`src/rtl/fifo_to_axis_pkg.sv`:
```
// Shared definitions for the FIFO-to-AXIS unpacker: lane geometry, words per beat,
// FSM state encoding and the position of the byte length inside tuser.
package fifo_to_axis_pkg;

    localparam int LANE_W         = 9;
    localparam int AXIS_DATA_W    = 256;
    localparam int AXIS_TUSER_W   = 128;
    localparam int FIFO_W         = 72;
    localparam int WORDS_PER_BEAT = AXIS_DATA_W * LANE_W / 8 / FIFO_W;

    localparam int LEN_LSB = 0;
    localparam int LEN_MSB = 15;
    localparam int LEN_W   = LEN_MSB - LEN_LSB + 1;

    typedef enum logic {
        ST_HDR  = 1'b0,
        ST_DATA = 1'b1
    } state_e;

endpackage

```
`src/rtl/fifo_word_gather.sv`:
```
// Collects WORDS consecutive FIFO words (LSW first) into one packed beat; beat_done_o
// marks the cycle the final word is popped, with the full beat presented combinationally.
module fifo_word_gather
    import fifo_to_axis_pkg::*;
#(
    parameter int WORD_W = FIFO_W,
    parameter int WORDS  = WORDS_PER_BEAT
) (
    input  logic                      clk,
    input  logic                      rst_n,
    input  logic                      clr,
    input  logic                      pop_i,
    input  logic [WORD_W-1:0]         word_i,
    output logic                      last_word_o,
    output logic                      beat_done_o,
    output logic [WORD_W*WORDS-1:0]   beat_o
);

    localparam int IDX_W = (WORDS > 1) ? $clog2(WORDS) : 1;
    localparam int SH_W  = WORD_W * (WORDS - 1);

    logic [IDX_W-1:0] word_idx_q, word_idx_d;
    logic [SH_W-1:0]  shift_q;

    assign last_word_o = (word_idx_q == IDX_W'(WORDS - 1));
    assign beat_done_o = pop_i && last_word_o;
    assign beat_o      = {word_i, shift_q};

    // NOTE: every combinational output gets a default first so no path can infer a latch.
    always_comb begin
        word_idx_d = word_idx_q;
        if (clr) begin
            word_idx_d = '0;
        end else if (pop_i) begin
            word_idx_d = last_word_o ? '0 : word_idx_q + 1'b1;
        end
    end

    // NOTE: sequential state uses non-blocking assignments so all flops update together.
    always_ff @(posedge clk or negedge rst_n) begin
        if (!rst_n) begin
            word_idx_q <= '0;
        end else begin
            word_idx_q <= word_idx_d;
        end
    end

    // NOTE: the shift register is pure datapath and is left unreset; word_idx_q decides validity.
    always_ff @(posedge clk) begin
        if (pop_i && !last_word_o) begin
            shift_q <= {word_i, shift_q[SH_W-1:WORD_W]};
        end
    end

endmodule

```
`src/rtl/fifo_to_axis.sv`:
```
// Pops packed 9-bit-lane words from a FWFT FIFO and rebuilds AXIS packets (header beat carries tuser).
// Optional length/strobe checker enabled by defining FIFO_TO_AXIS_LEN_CHECK_EN.
module fifo_to_axis
    import fifo_to_axis_pkg::*;
#(
    parameter int C_M_AXIS_DATA_WIDTH  = AXIS_DATA_W,
    parameter int C_M_AXIS_TUSER_WIDTH = AXIS_TUSER_W,
    parameter int FIFO_DATA_WIDTH      = FIFO_W
) (
    input  logic                                axi_aclk,
    input  logic                                axi_resetn,
    input  logic                                sw_rst,
    input  logic [FIFO_DATA_WIDTH-1:0]          fifo_dout,
    input  logic                                fifo_empty,
    output logic                                fifo_rd_en,
    output logic [C_M_AXIS_DATA_WIDTH-1:0]      m_axis_tdata,
    output logic [C_M_AXIS_DATA_WIDTH/8-1:0]    m_axis_tstrb,
    output logic [C_M_AXIS_TUSER_WIDTH-1:0]     m_axis_tuser,
    output logic                                m_axis_tvalid,
    input  logic                                m_axis_tready,
    output logic                                m_axis_tlast,
    output logic                                len_err
);

    localparam int STRB_W = C_M_AXIS_DATA_WIDTH / 8;
    localparam int BEAT_W = STRB_W * LANE_W;
    localparam int WORDS  = BEAT_W / FIFO_DATA_WIDTH;
    localparam logic [LEN_W-1:0] BEAT_BYTES = LEN_W'(STRB_W);

    state_e                            state_q, state_d;
    logic [LEN_W-1:0]                  rem_q, rem_d;
    logic [C_M_AXIS_TUSER_WIDTH-1:0]   hdr_tuser_q, hdr_tuser_d;
    logic [C_M_AXIS_DATA_WIDTH-1:0]    tdata_q, tdata_d;
    logic [STRB_W-1:0]                 tstrb_q, tstrb_d;
    logic [C_M_AXIS_TUSER_WIDTH-1:0]   tuser_q, tuser_d;
    logic                              tvalid_q, tvalid_d;
    logic                              tlast_q, tlast_d;

    logic                              last_word, beat_done, out_free, beat_last;
    logic [BEAT_W-1:0]                 beat_packed;
    logic [C_M_AXIS_DATA_WIDTH-1:0]    beat_tdata;
    logic [STRB_W-1:0]                 beat_tstrb;
    logic [LEN_W-1:0]                  hdr_len;

    fifo_word_gather #(
        .WORD_W (FIFO_DATA_WIDTH),
        .WORDS  (WORDS)
    ) u_gather (
        .clk         (axi_aclk),
        .rst_n       (axi_resetn),
        .clr         (sw_rst),
        .pop_i       (fifo_rd_en),
        .word_i      (fifo_dout),
        .last_word_o (last_word),
        .beat_done_o (beat_done),
        .beat_o      (beat_packed)
    );

    // The final word of a data beat waits until the output register can take it.
    assign out_free   = !tvalid_q || m_axis_tready;
    assign fifo_rd_en = axi_resetn && !sw_rst && !fifo_empty &&
                        (!last_word || state_q == ST_HDR || out_free);

    always_comb begin
        for (int i = 0; i < STRB_W; i++) begin
            beat_tdata[8*i +: 8] = beat_packed[LANE_W*i +: 8];
            beat_tstrb[i]        = beat_packed[LANE_W*i + 8];
        end
    end

    assign hdr_len   = beat_tdata[LEN_MSB:LEN_LSB];
    assign beat_last = (rem_q <= BEAT_BYTES);

    always_comb begin
        state_d     = state_q;
        rem_d       = rem_q;
        hdr_tuser_d = hdr_tuser_q;
        tdata_d     = tdata_q;
        tstrb_d     = tstrb_q;
        tuser_d     = tuser_q;
        tvalid_d    = tvalid_q;
        tlast_d     = tlast_q;

        if (tvalid_q && m_axis_tready) begin
            tvalid_d = 1'b0;
        end

        if (beat_done) begin
            case (state_q)
                ST_HDR: begin
                    hdr_tuser_d = beat_tdata[C_M_AXIS_TUSER_WIDTH-1:0];
                    rem_d       = (hdr_len == '0) ? BEAT_BYTES : hdr_len;
                    state_d     = ST_DATA;
                end
                ST_DATA: begin
                    // tuser comes from the header register so a newer header cannot alter a pending beat.
                    tdata_d  = beat_tdata;
                    tstrb_d  = beat_tstrb;
                    tuser_d  = hdr_tuser_q;
                    tvalid_d = 1'b1;
                    tlast_d  = beat_last;
                    rem_d    = (rem_q > BEAT_BYTES) ? rem_q - BEAT_BYTES : '0;
                    if (beat_last) begin
                        state_d = ST_HDR;
                    end
                end
                default: state_d = ST_HDR;
            endcase
        end

        if (sw_rst) begin
            state_d     = ST_HDR;
            rem_d       = '0;
            hdr_tuser_d = '0;
            tdata_d     = '0;
            tstrb_d     = '0;
            tuser_d     = '0;
            tvalid_d    = 1'b0;
            tlast_d     = 1'b0;
        end
    end

    always_ff @(posedge axi_aclk or negedge axi_resetn) begin
        if (!axi_resetn) begin
            state_q     <= ST_HDR;
            rem_q       <= '0;
            hdr_tuser_q <= '0;
            tdata_q     <= '0;
            tstrb_q     <= '0;
            tuser_q     <= '0;
            tvalid_q    <= 1'b0;
            tlast_q     <= 1'b0;
        end else begin
            state_q     <= state_d;
            rem_q       <= rem_d;
            hdr_tuser_q <= hdr_tuser_d;
            tdata_q     <= tdata_d;
            tstrb_q     <= tstrb_d;
            tuser_q     <= tuser_d;
            tvalid_q    <= tvalid_d;
            tlast_q     <= tlast_d;
        end
    end

    assign m_axis_tdata  = tdata_q;
    assign m_axis_tstrb  = tstrb_q;
    assign m_axis_tuser  = tuser_q;
    assign m_axis_tvalid = tvalid_q;
    assign m_axis_tlast  = tlast_q;

`ifdef FIFO_TO_AXIS_LEN_CHECK_EN
    logic              len_zero_q, len_zero_d;
    logic              len_err_q, len_err_d;
    logic [STRB_W-1:0] exp_strb;

    // On the last beat rem_q holds the residual byte count (1..STRB_W); earlier beats must be full.
    always_comb begin
        for (int i = 0; i < STRB_W; i++) begin
            exp_strb[i] = beat_last ? (LEN_W'(i) < rem_q) : 1'b1;
        end
    end

    always_comb begin
        len_zero_d = len_zero_q;
        len_err_d  = 1'b0;
        if (beat_done && state_q == ST_HDR) begin
            len_zero_d = (hdr_len == '0);
        end
        if (beat_done && state_q == ST_DATA) begin
            len_err_d = len_zero_q || (beat_tstrb != exp_strb);
        end
        if (sw_rst) begin
            len_zero_d = 1'b0;
            len_err_d  = 1'b0;
        end
    end

    always_ff @(posedge axi_aclk or negedge axi_resetn) begin
        if (!axi_resetn) begin
            len_zero_q <= 1'b0;
            len_err_q  <= 1'b0;
        end else begin
            len_zero_q <= len_zero_d;
            len_err_q  <= len_err_d;
        end
    end

    assign len_err = len_err_q;
`else
    assign len_err = 1'b0;
`endif

endmodule
```
`config.mk`:
```
export PLATFORM = sky130hd
export DESIGN_NAME = fifo_to_axis
export DESIGN_NICKNAME = d
export VERILOG_FILES = /design/src/rtl/fifo_to_axis_pkg.sv /design/src/rtl/fifo_word_gather.sv /design/src/rtl/fifo_to_axis.sv
export SDC_FILE = /design/constraint.sdc
export NUM_CORES = 1
export LEC_CHECK = 0
export CORE_MARGIN = 2
export CORE_UTILIZATION = 48
export CTS_CLUSTER_SIZE = 20
export DETAILED_ROUTE_END_ITERATION = 12
export GPL_TIMING_DRIVEN = 0
export PLACE_DENSITY = 0.78
export SLEW_MARGIN = 20
export SYNTH_ARGS = -nofsm -noshare
export SYNTH_HDL_FRONTEND = slang
export SYNTH_SLANG_ARGS = --single-unit
```
`constraint.sdc`:
```
create_clock -name axi_aclk -period 16.8 [get_ports axi_aclk]
set_input_delay 4.2 -clock axi_aclk [delete_from_list [all_inputs] [get_ports axi_aclk]]
set_output_delay 4.2 -clock axi_aclk [all_outputs]
set_load 0.02 [all_outputs]
```
==> results of run 1 <==
==> worst max-delay path, stage by stage <==
cell and delay [ns]:
buf_8 0.41, buf_16 0.38, buf_16 0.34, buf_16 0.37, nand2b_1 0.17, a31o_2 0.28
nor2_1 0.10, clkdlybuf4s50_1 0.67
==> through the flow <==
stage                     area (um2)  util [%]
after floorplan                28980         -
after global placement         34910     58.16
after detailed placement       35330     58.87
after CTS                      38060     63.41
after global routing           38060     63.41
final                          38060     63.42
==> synthesized netlist by cell type, types with 2 or more instances <==
library cell and count:
nand2_1 1060, dfrtp_1 565, nand3_1 501, edfxtp_1 216, clkbuf_1 99, buf_2 45, a21oi_1 37, buf_1 31
a22o_1 15, a22oi_1 14, o21ai_0 12, buf_6 11, inv_1 8, nor2_1 8, nor3_1 7, nor4_1 5
o211ai_1 4, nor2b_1 3, xnor2_1 3, a31o_2 2, ha_1 2, nand2b_1 2, nand3b_1 2, nor3_2 2
o311a_1 2, or3_1 2, or4_1 2
==> per-layer routing <==
layer | routed length, um | part of all wire, % | up-vias
li1 | - | - | 10101
met1 | 36500 | 41 | 11041
met2 | 40750 | 46 | 919
met3 | 6796 | 7.7 | 197
met4 | 4747 | 5.3 | 0
met5 | 0 | 0 | -
==> where the power goes <==
group / internal [mW] / switching [mW] / total (mW)
sequential: 1.97 / 0.0102 / 1.98
clock: 1.09 / 0.746 / 1.84
combinational: 0.0310 / 0.0719 / 0.103
==> layout make-up <==
type | count | area [um2]
diodes | 2 | 5.005
multi-input cells | 1702 | 7478
repair buffers | 518 | 5373
clock inverters | 32 | 483.0
flip-flops and latches | 781 | 20620
well taps | 782 | 978.4
plain buffers | 187 | 844.6
clock buffers | 115 | 2243
fillers | 4547 | 21960
inverters | 9 | 33.78
==> cells by family (layout without fill, tap and decap cells) <==
| logic type | count (synthesis) | after routing | share of synthesized area (%) |
|---|---|---|---|
| compound gates | 94 | 94 | 2.151 |
| xor+xnor | 4 | 4 | 0.1210 |
| fa+ha+maj | 2 | 2 | 0.08636 |
| buf+inv | 196 | 861 | 3.032 |
| flops | 781 | 781 | 71.19 |
| mux | 1 | 1 | 0.03455 |
| other cells | 1 | 3 | 0.01294 |
| simple gates | 1600 | 1600 | 23.37 |
==> state kept, by name, indices dropped and copies added (netlist names), 2 cells and up <==
name	flops
hdr_tuser_q	128
m_axis_tstrb	32
u_gather.shift_q	216
m_axis_tuser	128
m_axis_tdata	256
rem_q	16
u_gather.word_idx_q	2
==> final timing paths <==
path                            depth (start not counted)  slack, ns           endpoint              startpoint
worst min-delay path                                    2       0.44    m_axis_tstrb[4]    u_gather.shift_q[44]
min in group asynchronous                               1       3.55   m_axis_tuser[40]              axi_resetn
worst max-delay path                                    8       5.53         fifo_rd_en              axi_resetn
worst min register to register                          2       0.44    m_axis_tstrb[4]    u_gather.shift_q[44]
max in group asynchronous                               4      11.55  m_axis_tdata[203]              axi_resetn
worst max register to register                          8      13.87    hdr_tuser_q[57]  u_gather.word_idx_q[0]
==> results_dict.tcl, run 1 <==
set metrics [dict create \
    totalWireLength_mm 88.79 \
    ys_types 46 \
    grt_busiest_layer "met2" \
    worstHoldPathType "flop to flop" \
    yosysWarnings 0 \
    end_kind "output port" \
    die_area_um2 62340 \
    wl_per_cell_um 21.51 \
    place_ws_ns 5.407 \
    tightest_slew_ns 1.108 \
    syn-cell-area_um2 28970 \
    clockRootBuffer "clkbuf_16" \
    power_mw 3.920 \
    period_share_pct 67.07 \
    grtUsageTotal_pct 28.45 \
    critical_path.startpoint_type "input port" \
    outcome "completed" \
    setup_viol 0 \
    maxClockFrequency_mhz 88.74 \
    slew_headroom_pct 26.13 \
    tns_ns 0 \
    yosys_most_used_dff "dfrtp_1" \
    use_met3_pct 6.446 \
    synthToLayoutAreaGrowth_pct 31.39 \
    vias_per_cell 5.392 \
    final_cell_mix "nand2_1, dfrtp_1, nand3_1" \
    grtUsageMet2_pct 43.74 \
    path_clk_slew_ns 0.06 \
    peakVddDrop_mv 0.07030 \
    drive_gt1_share_pct 6.400 \
    synth_area_leaders "dfrtp_1, edfxtp_1, nand2_1" \
    postLayoutSetupSlackWorst_ns 5.532 \
    drtIter0Drc 2087 \
    drv_slew 0 \
    antenna_found_initial 1 \
    layout_commonest_cell "nand2_1" \
    grt_pass1_wl_mm 134.2 \
    synthArstFlopShare_pct 72.34 \
    grt_max_degree 93 \
    drcViolationCount 0 \
    ant_nets 0 \
    cts-buffers-inserted 79 \
    cellLeakagePower_nw 18.04 \
    cts.sinks 781 \
    hpwl_mm 64.11 \
    synth-seq-cells 781 \
    row_count 90 \
    hold_viol 0 \
    post-cts-setup-buffer-count 0 \
    rsz0062_at_grt "no" \
    pin_count 497 \
    gp_congestion 0.8897 \
    synth_edf_count 216 \
    cts_hold_buf 0 \
    clockBufferDepth 3 \
    period_minus_slack_ns 11.27 \
    maxCapViolCount 0 \
    portBuffers 495 \
    yosys.area.top_type_share_pct 48.80 \
    worstSetupPathType "input port to output port" \
    dp.cells 3979 \
    start_util_pct 48.27 \
    final_cells 4128 \
    cts_tree "built" \
    overflow 0 \
    cts-resized-gates 0 \
    p_per_area_nw_per_um2 103.0 \
    met1_usage_pct 38.25 \
    vias 22258 \
    die_width_um 249.7 \
    h-tree-depth 3 \
    drtPass1Iterations 5 \
    postSynthAreaPerCell_um2 10.81 \
    path_max_fanout 80 \
    worstPathRequired_ns 12.60 \
    synth_seq_area_share_pct 71.19 \
    grt_pass1_vias 22013 \
    arrival_ns 7.07 \
    coreArea_um2 60020 \
    dieHeight_um 249.7 \
    clock_skew_ns 0.02616 \
    clock_latency_ns 0.62 \
    synth_cells 2679 \
    timing.hold.ws_ns 0.4354 \
    yosys.area.top_type "dfrtp_1" \
    fin_nets 3357 \
    synth_nets 2758 \
]
Note: power is estimated with default switching activity, not from simulation.
==> run 2: changes to the inputs <==
==> constraint.sdc (replaced) <==
create_clock -name axi_aclk -period 9.4 [get_ports axi_aclk]
set_input_delay 2.35 -clock axi_aclk [delete_from_list [all_inputs] [get_ports axi_aclk]]
set_output_delay 2.35 -clock axi_aclk [all_outputs]
set_load 0.02 [all_outputs]
==> run 2 against run 1 <==
Hold slack improved by 0.0016 ns. Sequential power increased by 79%. Clock power increased by 72%. Cell count about the same. Largest cell class unchanged. Largest power group unchanged.
==> results_dict.tcl, run 2 (synthesis gave the netlist of run 1 again) <==
set metrics [dict create \
    layout_commonest_cell "nand2_1" \
    worstHoldPathType "flop to flop" \
    p_per_area_nw_per_um2 181.7 \
    grt_pass1_vias 22171 \
    setup_viol 0 \
    worst-r2r-cell-count 8 \
    cellLeakagePower_nw 18.00 \
    period_share_pct 77.44 \
    setup.worst_path.start "axi_resetn" \
    placed_cell_area_um2 35320 \
    cts_tree "built" \
    cts_hold_buf 0 \
    final_cell_mix "nand2_1, dfrtp_1, nand3_1" \
    final_cells 4126 \
    outcome "completed" \
    post-cts-setup-buffer-count 0 \
    coreArea_um2 60020 \
    grtUsageTotal_pct 28.37 \
    maxClockFrequency_mhz 137.4 \
    cp-endpoint "fifo_rd_en" \
    clockRootBuffer "clkbuf_16" \
    slew_headroom_pct 24.52 \
    wl_per_cell_um 21.34 \
    fin_nets 3355 \
    period_minus_slack_ns 7.279 \
    portBuffers 495 \
    drtIter0Drc 1847 \
    drive_gt1_share_pct 6.435 \
    pin_count 497 \
    cts.sinks 781 \
    drv_slew 0 \
    die_width_um 249.7 \
    die_area_um2 62340 \
    r2r_start "u_gather.word_idx_q[0]" \
    cts-buffers-inserted 79 \
    h-tree-depth 3 \
    ant_nets 0 \
    cts-resized-gates 0 \
    clockBufferDepth 3 \
    reg2reg_slack_ns 6.42 \
    antenna_found_initial 3 \
    path_max_fanout 97 \
    tightest_slew_ns 1.132 \
    place_ws_ns 2.064 \
    gp_congestion 0.9075 \
    dieHeight_um 249.7 \
    overflow 0 \
    maxCapViolCount 0 \
    finish.instance_area_um2 37960 \
    rsz0062_at_grt "no" \
    row_count 90 \
    worstSetupPathType "input port to output port" \
    hold_viol 0 \
    grt_max_degree 98 \
    critical_path.startpoint_type "input port" \
    vias_per_cell 5.390 \
    hpwl_mm 63.91 \
    totalWireLength_mm 88.03 \
    end_kind "output port" \
    largest_reg_flops 256 \
    path_clk_slew_ns 0.06 \
    dp.cells 3977 \
    drcViolationCount 0 \
    arrival_ns 4.93 \
    r2r_end "hdr_tuser_q[56]" \
    worstPathRequired_ns 7.05 \
    start_util_pct 48.27 \
    synthToLayoutAreaGrowth_pct 31.02 \
    peakVddDrop_mv 0.1619 \
    clock_skew_ns 0.03232 \
    grt_pass1_wl_mm 134.1 \
    tns_ns 0 \
    vias 22238 \
    clock_latency_ns 0.63 \
    power_mw 6.895 \
    drtPass1Iterations 5 \
    postLayoutSetupSlackWorst_ns 2.121 \
]
==> run 2: critical path: stages <==
cell and delay, ns:
buf_8 0.34, buf_16 0.43, buf_16 0.39, nand2b_1 0.19, a31o_2 0.28, nor2_1 0.09
clkdlybuf4s50_1 0.69
==> run 2: how the worst min path moves through the flow <==
stage               cells past startpoint               to                  from  slack, ns
finish                                  2  m_axis_tstrb[7]  u_gather.shift_q[71]       0.44
global route                            2  m_axis_tstrb[2]  u_gather.shift_q[26]       0.46
CTS                                     2  m_axis_tstrb[7]  u_gather.shift_q[71]       0.44
global placement                        2  m_axis_tstrb[3]  u_gather.shift_q[35]       0.42
floorplan                               2  m_axis_tstrb[0]   u_gather.shift_q[8]       0.41
detailed placement                      2  m_axis_tstrb[1]  u_gather.shift_q[17]       0.43
==> run 2: routing by layer <==
metal	track usage [%]	part of all wire [%]	vias up
met5	0	0	-
met4	13.03	4.6	0
met3	7.009	8.2	198
met2	43.93	46	919
met1	38.08	41	11010
li1	-	-	10111
==> run 2: through the flow <==
| step | utilization, % | hold slack (ns) |
|---|---|---|
| final | 63.24 | 0.4370 |
| after global routing | 63.23 | 0.4563 |
| after CTS | 63.23 | 0.4434 |
| after detailed placement | 58.85 | 0.4308 |
| after global placement | 58.17 | 0.4174 |
| after floorplan | - | 0.4146 |
==> run 2: where the power goes <==
group          switching, mW  internal [mW]
registers             0.0187           3.52
logic                  0.130         0.0552
clock network           1.34           1.84
==> run 2: layout make-up <==
class	count	area (um2)
clock inverters	38	404.1
fillers	4610	22060
diodes	3	7.507
repair buffers	516	5359
multi-input cells	1702	7478
flip-flops and latches	781	20620
well taps	782	978.4
clock buffers	108	2226
inverters	9	33.78
plain buffers	187	845.8
==> run 3: changes to the inputs <==
--- a/config.mk
+++ b/config.mk
@@ -6,11 +6,11 @@
 export NUM_CORES = 1
 export LEC_CHECK = 0
 export CORE_MARGIN = 2
-export CORE_UTILIZATION = 48
+export CORE_UTILIZATION = 53
 export CTS_CLUSTER_SIZE = 20
 export DETAILED_ROUTE_END_ITERATION = 12
 export GPL_TIMING_DRIVEN = 0
-export PLACE_DENSITY = 0.78
+export PLACE_DENSITY = 0.82
 export SLEW_MARGIN = 20
 export SYNTH_ARGS = -nofsm -noshare
 export SYNTH_HDL_FRONTEND = slang
==> constraint.sdc (replaced) <==
create_clock -name axi_aclk -period 7 [get_ports axi_aclk]
set_input_delay 1.75 -clock axi_aclk [delete_from_list [all_inputs] [get_ports axi_aclk]]
set_output_delay 1.75 -clock axi_aclk [all_outputs]
set_load 0.02 [all_outputs]
==> run 3 against run 2 <==
Hold slack gained 0.0076 ns. First-iteration DRC count up 35%. Largest power group unchanged. Highest routed layer unchanged. Critical path type unchanged. Setup slack worse by 0.92 ns. Register-to-register slack worse by 2.6 ns. Cell area shrank 0.44%. Routed wire length increased by 2.3%. Count of clock-buffer cells in the layout increased by 5.
==> results_dict.tcl, run 3 (synthesis gave the netlist of run 1 again) <==
set metrics [dict create \
    p_switching_mw 2.005 \
    overflow 0 \
    final_cell_mix "nand2_1, dfrtp_1, nand3_1" \
    grt_pass1_wl_mm 135.0 \
    ant_nets 0 \
    slew_headroom_pct 15.04 \
    dieHeight_um 237.8 \
    p_per_area_nw_per_um2 243.7 \
    antenna_found_initial 4 \
    p_clk_share_pct 45.8 \
    hold_viol 0 \
    seqPwrFrac_pct 51.6 \
    arrival_ns 4.05 \
    worstPathRequired_ns 5.25 \
    grt_max_degree 105 \
    die_width_um 237.8 \
    start_util_pct 53.73 \
    drtIter0Drc 2490 \
    fillers 3624 \
    cellLeakagePower_nw 17.98 \
    row_count 85 \
    cts-buffers-inserted 80 \
    vias 22901 \
    max_stage_delay_ns 0.69 \
    portBuffers 495 \
    gp_congestion 0.8927 \
    tightest_slew_ns 1.274 \
    cts_hold_buf 0 \
    cts.sinks 781 \
    fin_nets 3356 \
    path_max_fanout 100 \
    p_int_mw 7.204 \
    critical_path.cell_chain "buf_8 -> buf_16 -> nand2b_4 -> a31o_2 -> nor2_1 -> clkdlybuf4s50_1" \
    period_minus_slack_ns 5.800 \
    end_kind "output port" \
    drv_slew 0 \
    wl_per_cell_um 22.29 \
    outcome "completed" \
    peakVddDrop_mv 0.2754 \
    vias_per_cell 5.669 \
    maxCapViolCount 0 \
    switching_share_pct 21.77 \
    clock_skew_ns 0.01625 \
    pin_count 497 \
    tns_ns 0 \
    antennaDiodeCount 0 \
    clockRootBuffer "clkbuf_16" \
    setup_viol 0 \
    worstHoldPathType "flop to flop" \
    synthToLayoutAreaGrowth_pct 30.44 \
    die_area_um2 56550 \
    worstSetupPathType "input port to output port" \
    period_share_pct 82.86 \
    power_frac_comb_pct 2.7 \
    cts_tree "built" \
    post-cts-setup-buffer-count 0 \
    clock_latency_ns 0.63 \
    hpwl_mm 63.27 \
    rsz0062_at_grt "no" \
    coreArea_um2 53920 \
    drtPass1Iterations 6 \
    clockBufferDepth 3 \
    slowest_stage "clkdlybuf4s50_1" \
    totalWireLength_mm 90.05 \
    grtUsageTotal_pct 31.77 \
    drive_gt1_share_pct 6.370 \
    layout_commonest_cell "nand2_1" \
    grt_pass1_vias 22853 \
    maxClockFrequency_mhz 172.4 \
    finish.instance_area_um2 37790 \
    path_clk_slew_ns 0.06 \
    cts-resized-gates 0 \
    largest_reg_flops 256 \
    critical_path.startpoint_type "input port" \
    h-tree-depth 3 \
    drcViolationCount 0 \
    placed_cell_area_um2 35220 \
]
run 3: power by group through the flow:
stage,clock [mW],combinational (mW),sequential [mW]
2_1_floorplan,0,0.0689,4.83
3_3_place_gp,0,0.221,4.85
3_5_place_dp,0,0.249,4.83
4_1_cts,4.24,0.251,4.75
5_1_grt,4.41,0.271,4.75
6_report,4.21,0.248,4.75
run 3: path summary, 6_finish.rpt:
path | from | end | slack [ns] | cells after the start
max | axi_resetn | fifo_rd_en | 1.20 | 6
min | u_gather.shift_q[71] | m_axis_tstrb[7] | 0.44 | 2
max reg2reg | u_gather.word_idx_q[0] | hdr_tuser_q[58] | 3.81 | 8
min reg2reg | u_gather.shift_q[71] | m_axis_tstrb[7] | 0.44 | 2
max in group asynchronous | axi_resetn | m_axis_tuser[78] | 4.32 | 3
min in group asynchronous | axi_resetn | m_axis_tdata[114] | 1.13 | 1
run 3: layout make-up:
class / count / area [um2] / share of cell area, %
repair buffers: 516 / 5343 / 14.14
flip-flops and latches: 781 / 20620 / 54.58
clock buffers: 113 / 2208 / 5.844
inverters: 9 / 33.78 / 0.08940
plain buffers: 187 / 859.6 / 2.275
multi-input cells: 1702 / 7486 / 19.81
clock inverters: 36 / 364.1 / 0.9635
well taps: 696 / 870.8 / 2.304
run 3: worst max-delay path, delay by kind of cell:
family	cells	cell delay, ns
AOI/OAI and AO/OA	1	0.27
buffers and inverters	3	1.62
and+or+nand+nor	2	0.21
run 3: through the flow:
step	power [mW]	std cells	setup slack (ns)	util (%)	hold WS (ns)
3_5_place_dp	5.082	3891	1.185	65.31	0.4224
4_1_cts	9.233	4040	1.187	70.08	0.4385
6_report	9.208	4040	1.200	70.08	0.4446
2_1_floorplan	4.899	2679	-0.4680	-	0.4146
5_1_grt	9.431	4040	1.022	70.08	0.4587
3_3_place_gp	5.073	3870	-21.59	64.59	0.4214
run 3: metal layers:
layer	GRT usage [%]	wire, um
met1	39.83	33660
met2	52.03	43690
met3	8.698	8323
met4	14.10	4372
met5	0	0
